**src/rtl/div_unit.sv**
```systemverilog
// Iterative 32-bit RISC-V divider (DIV/DIVU/REM/REMU).
// Restoring radix-2, one quotient bit per cycle, optional fast path for /0 and overflow.
module div_unit #(
    parameter bit ZERO_BYPASS = 1'b1
) (
    input  logic        clk_i,
    input  logic        reset_i,
    input  logic        start_i,
    input  logic        rem_i,
    input  logic        signed_i,
    input  logic [31:0] dividend_i,
    input  logic [31:0] divisor_i,
    input  logic        flush_i,
    output logic        busy_o,
    output logic        valid_o,
    output logic [31:0] result_o
);

    typedef enum logic [1:0] {
        IDLE,
        CALC,
        DONE
    } state_t;

    state_t      state_q;
    logic [4:0]  cnt_q;
    logic [31:0] rem_q;
    logic [31:0] quo_q;
    logic [31:0] dvs_q;
    logic        rem_op_q;
    logic        neg_quo_q;
    logic        neg_rem_q;
    logic [31:0] result_q;

    logic        a_neg;
    logic        b_neg;
    logic [31:0] a_mag;
    logic [31:0] b_mag;
    logic        div_zero;
    logic        ovf;
    logic        bypass;
    logic [31:0] byp_res;
    logic        accept;
    logic [32:0] shifted;
    logic [32:0] diff;
    logic        ge;
    logic [31:0] rem_nx;
    logic [31:0] quo_nx;
    logic [31:0] fin_res;

    always_comb begin
        a_neg    = signed_i & dividend_i[31];
        b_neg    = signed_i & divisor_i[31];
        a_mag    = a_neg ? (32'd0 - dividend_i) : dividend_i;
        b_mag    = b_neg ? (32'd0 - divisor_i) : divisor_i;
        div_zero = (divisor_i == 32'd0);
        ovf      = signed_i && (dividend_i == 32'h8000_0000)
                   && (divisor_i == 32'hFFFF_FFFF);
        bypass   = ZERO_BYPASS && (div_zero || ovf);
        if (div_zero)
            byp_res = rem_i ? dividend_i : 32'hFFFF_FFFF;
        else
            byp_res = rem_i ? 32'd0 : 32'h8000_0000;
        accept   = (state_q != CALC) && start_i && !flush_i;
    end

    // Remainder is always < divisor, so 33 bits hold both shift and borrow.
    always_comb begin
        shifted = {rem_q, quo_q[31]};
        diff    = shifted - {1'b0, dvs_q};
        ge      = !diff[32];
        rem_nx  = ge ? diff[31:0] : shifted[31:0];
        quo_nx  = {quo_q[30:0], ge};
        if (rem_op_q)
            fin_res = neg_rem_q ? (32'd0 - rem_nx) : rem_nx;
        else
            fin_res = neg_quo_q ? (32'd0 - quo_nx) : quo_nx;
    end

    always_ff @(posedge clk_i) begin
        if (reset_i) begin
            state_q   <= IDLE;
            cnt_q     <= 5'd0;
            rem_q     <= 32'd0;
            quo_q     <= 32'd0;
            dvs_q     <= 32'd0;
            rem_op_q  <= 1'b0;
            neg_quo_q <= 1'b0;
            neg_rem_q <= 1'b0;
            result_q  <= 32'd0;
        end else begin
            unique case (state_q)
                CALC: begin
                    if (flush_i) begin
                        state_q <= IDLE;
                    end else begin
                        rem_q <= rem_nx;
                        quo_q <= quo_nx;
                        if (cnt_q == 5'd0) begin
                            state_q  <= DONE;
                            result_q <= fin_res;
                        end else begin
                            cnt_q <= cnt_q - 5'd1;
                        end
                    end
                end
                IDLE, DONE: begin
                    if (accept) begin
                        rem_op_q  <= rem_i;
                        // Unsigned magnitude of /0 is all ones; keep it unsigned.
                        neg_quo_q <= (a_neg ^ b_neg) & !div_zero;
                        neg_rem_q <= a_neg;
                        rem_q     <= 32'd0;
                        quo_q     <= a_mag;
                        dvs_q     <= b_mag;
                        if (bypass) begin
                            state_q  <= DONE;
                            result_q <= byp_res;
                        end else begin
                            state_q <= CALC;
                            cnt_q   <= 5'd31;
                        end
                    end else begin
                        state_q <= IDLE;
                    end
                end
                default: state_q <= IDLE;
            endcase
        end
    end

    assign busy_o   = (state_q == CALC);
    assign valid_o  = (state_q == DONE);
    assign result_o = result_q;

endmodule

```
**config.mk**
```make
export PLATFORM = sky130hd
export DESIGN_NAME = div_unit
export DESIGN_NICKNAME = d
export VERILOG_FILES = /design/src/rtl/div_unit.sv
export SDC_FILE = /design/constraint.sdc
export NUM_CORES = 1
export LEC_CHECK = 0
export CAP_MARGIN = 10
export CORE_MARGIN = 2
export CORE_UTILIZATION = 35
export CTS_CLUSTER_DIAMETER = 50
export DETAILED_ROUTE_END_ITERATION = 6
export HOLD_SLACK_MARGIN = 0.08
export PLACE_DENSITY = 0.59
export SLEW_MARGIN = 10
export SYNTH_ARGS = -nofsm -noshare
export SYNTH_HDL_FRONTEND = slang
export SYNTH_SLANG_ARGS = --single-unit
export TNS_END_PERCENT = 5
```
**constraint.sdc**
```tcl
create_clock -name clk_i -period 5.65 [get_ports clk_i]
set_clock_uncertainty 0.05 [all_clocks]
set_input_delay 0.565 -clock clk_i [delete_from_list [all_inputs] [get_ports clk_i]]
set_output_delay 0.565 -clock clk_i [all_outputs]
set_load 0.02 [all_outputs]
```
==> run_results.csv <==
group,metric,value,unit
pwr,p_per_area,226,mW/mm^2
logic_synthesis,netlist_top_cells_area,"dfxtp_1, a21oi_1, nand2_1",
clock_network,tritoncts,"built",
worst_setup_path,worst_path_largest_cell_delay,0.48,ns
worst_setup_path,crit_type,"register to register",
run_status,status,"finished, final reports clean",
sta,finalCritPeriodShare,0.920,
clock_network,cts.path.max_buffers,2,
worst_setup_path,worstPathRequired,5.93,ns
logic_synthesis,ys_ff_latch,138,
global_routing,overflow,0,
die,core.rowCount,66,
detailed_routing,route.detailed.drc,0,
logic_synthesis,synth-seq-area-share,0.239,
min_path,hp-class,"register to register",
clock_network,insertion_delay,0.45,ns
die,die_x,186,um
pwr,peakVddDrop,0.000149,V
logic_synthesis,synthSimpleGateAreaFrac,0.236,
logic_synthesis,synthMuxAreaShare,0.0238,
clock_network,hold_buffers,0,
logic_synthesis,ys_warn_count,0,
die,fp.dieArea,0.0345,sq mm
finish,n_antenna_cell,0,
sta,drv_slew,0,
finish,synthToLayoutAreaGrowth,15.8,%
worst_setup_path,critPathTopFamily,"simple AND/OR/NAND/NOR gates",
logic_synthesis,synth_compound_area_frac,0.295,
detailed_routing,wl,41.9,mm
global_routing,grt_pass1_wl,64.8,mm
logic_synthesis,post_synth_xor_area_fraction,0.0947,
clock_network,cts_root_buffer,"clkbuf_16",
die,core,0.0325,sq mm
placement,place_ws,0.535,ns
worst_setup_path,critPathLaunchType,"register",
clock_network,cts_sinks,138,
worst_setup_path,crit_arrival,5.47,ns
pwr,power.leakage,4.84,nW
global_routing,antenna_found_initial,1,
logic_synthesis,synth_cells,1601,
placement,dp_hpwl,31.6,mm
sta,finalSetupViolations,0,
placement,io_buffers,103,
global_routing,grtUsageMet2,0.377,
sta,rsz0062_at_grt,"false",
placement,gp_congestion,0.928,
finish,finish.utilization,0.412,
worst_setup_path,crit_fanout,18,
logic_synthesis,yosysTopAreaCellShare,0.239,
sta,fin_crit,5.20,ns
global_routing,grt_usage,0.243,
logic_synthesis,synth_edf_count,0,
finish,final_nets,1757,
pwr,power,3.02,mW
die,start_util,0.355,
global_routing,globalRouteMet3Util,0.0409,
logic_synthesis,synthArstFlopShare,0,
worst_setup_path,path_buf_inv,2,
global_routing,use_met1,0.335,
detailed_routing,viasPerCell,5.78,
logic_synthesis,syn_nets,1711,
worst_setup_path,cp-end-kind,"register",
sta,tightest_slew,1.24,ns
logic_synthesis,synth_top_family_by_area,"compound AO/OA/AOI/OAI gates",
detailed_routing,dr_total_vias,12100,
finish,nFillCells,3445,
logic_synthesis,yosys.area.top_type,"dfxtp_1",
worst_setup_path,worst_path_max_delay_cell,"or4_1",
sta,holdWs,0.416,ns
sta,max_freq,0.192,GHz
die,io_pins,104,
flow_run,cap_viol_max_count,0,
clock_network,cts-buffers-inserted,17,
logic_synthesis,synthAdderAreaFrac,0.0439,
sta,relSlewSlack,0.173,
logic_synthesis,yosys_most_used_dff,"dfxtp_1",
detailed_routing,drt_iter0_markers,1055,
global_routing,grt_pass1_vias,11300,
worst_setup_path,cp_cell_sequence,"inv_1 -> ha_1 -> nand2_1 -> or3_1 -> a2111oi_2 -> o211ai_1 -> o211a_4 -> inv_4 -> ha_1 -> nand4_1 -> or3_1 -> or4_1 -> or3_1 -> o31ai_1 -> xnor2_1 -> nand2_1 -> a31oi_1 -> or3b_1",
detailed_routing,drt_first_pass_iters,6,
worst_setup_path,cpMostUsedCell,"or3_1",
clock_network,cts.repair.resized,0,
clock_network,cts_max_level,4,
logic_synthesis,synth_area,0.0116,sq mm
clock_network,post_cts_buffers,0,
die,die_h,186,um
detailed_routing,wire_per_inst,19.9,um
detailed_routing,ant_nets,0,
logic_synthesis,syn_avg_cell_area,7.22,sq um
global_routing,busiest_layer,"met2",
finish,drive_above_1_share,0.0573,
clock_network,path_clk_slew,0.07,ns
sta,fin_tns_setup,0,ns
global_routing,grt_max_degree,79,
sta,hold_viol,0,
logic_synthesis,ys_types,108,
sta,fin_ws,0.454,ns
report_power, final:
part / switching, mW / total (mW) / internal [mW]
Sequential: 0.0505 / 1.07 / 1.02
Combinational: 0.539 / 0.850 / 0.311
Clock: 0.491 / 1.10 / 0.606
logic make-up after synthesis:
group                    Yosys count
adder cells (fa/ha/maj)           40
XOR/XNOR                         125
AO/OA/AOI/OAI                    518
flip-flops                       138
AND/OR/NAND/NOR                  578
buffers and inverters            175
multiplexers                      27
tightest hold or removal path: stages, from the launching register on:
cell and delay, ns:
dfxtp_1 0.31, nand2_1 0.05, a21oi_1 0.05
sequential cells by signal, summed over array words and instances, names as in the netlist:
signal     flops
neg_rem_q      1
cnt_q          5
state_q        2
result_o      32
rem_q         32
rem_op_q       1
quo_q         32
dvs_q         32
neg_quo_q      1
cells in the final DEF, fill, tap and decap left out, types with 10 or more instances in the layout:
| master | count |
|---|---|
| nand3_1 | 25 |
| nor4_1 | 21 |
| buf_4 | 18 |
| xor2_1 | 48 |
| o21a_1 | 12 |
| o21ai_0 | 110 |
| nand2_1 | 194 |
| a31oi_1 | 21 |
| inv_1 | 79 |
| ha_1 | 39 |
| a311oi_1 | 12 |
| and2_1 | 18 |
| o211ai_1 | 19 |
| clkdlybuf4s50_1 | 102 |
| nor2_1 | 175 |
| nor3_1 | 38 |
| mux2i_1 | 23 |
| o21ai_1 | 10 |
| a211oi_1 | 41 |
| nand4_1 | 17 |
| xnor2_1 | 77 |
| a21oi_1 | 149 |
| dfxtp_1 | 137 |
| clkbuf_16 | 17 |
| a22oi_1 | 15 |
| o31ai_1 | 27 |
| or3_1 | 29 |
worst paths after layout:
check	start	cells past startpoint	end	slack, ns
max	dvs_q[11]	18	result_o[28]	0.45
min	dvs_q[0]	2	dvs_q[0]	0.42
max reg2reg	dvs_q[11]	18	result_o[28]	0.45
min reg2reg	dvs_q[0]	2	dvs_q[0]	0.42
synth_stat cells (all sizes together), types with 5 or more instances:
cell type,instances
xnor2,77
xor2,48
and3,5
a31oi,22
nand4,17
buf,29
o41ai,9
nor3,38
nor2,177
or4,7
o2111ai,8
a221oi,8
o21a,14
o211ai,19
a311oi,13
clkbuf,64
a21oi,153
o31ai,28
a21o,5
inv,80
or2,5
and2,22
or3,30
dfxtp,138
a211oi,44
a41oi,5
o21ai,121
o221ai,7
a22oi,15
o41a,5
nand2,197
nand2b,9
nor4,24
mux2i,23
nand3,26
ha,39
area by class of cell:
cell class                      instances  area, sq um  area share
Timing Repair Buffer                  121         1180      0.0878
Inverter                               81          307      0.0229
Sequential cell                       138         2760       0.206
Clock buffer                           18          429      0.0320
Tap cell                              442          553      0.0413
Clock inverter                         13          123     0.00916
Multi-Input combinational cell       1288         8040       0.600
routing by layer:
layer	share of wire	up-vias
met5	0	-
met4	0.030	0
met3	0.065	85
met2	0.45	459
met1	0.46	5684
li1	-	5907
per-stage QoR:
| stage | instance area (sq um) | cells |
|---|---|---|
| floorplan | 11600 | 1601 |
| finish | 13400 | 2101 |
| global route | 13400 | 2101 |
| CTS | 13400 | 2101 |
| detailed placement | 12800 | 2070 |
| global placement | 12800 | 2070 |
No activity file was read; power rests on OpenSTA's default activity.
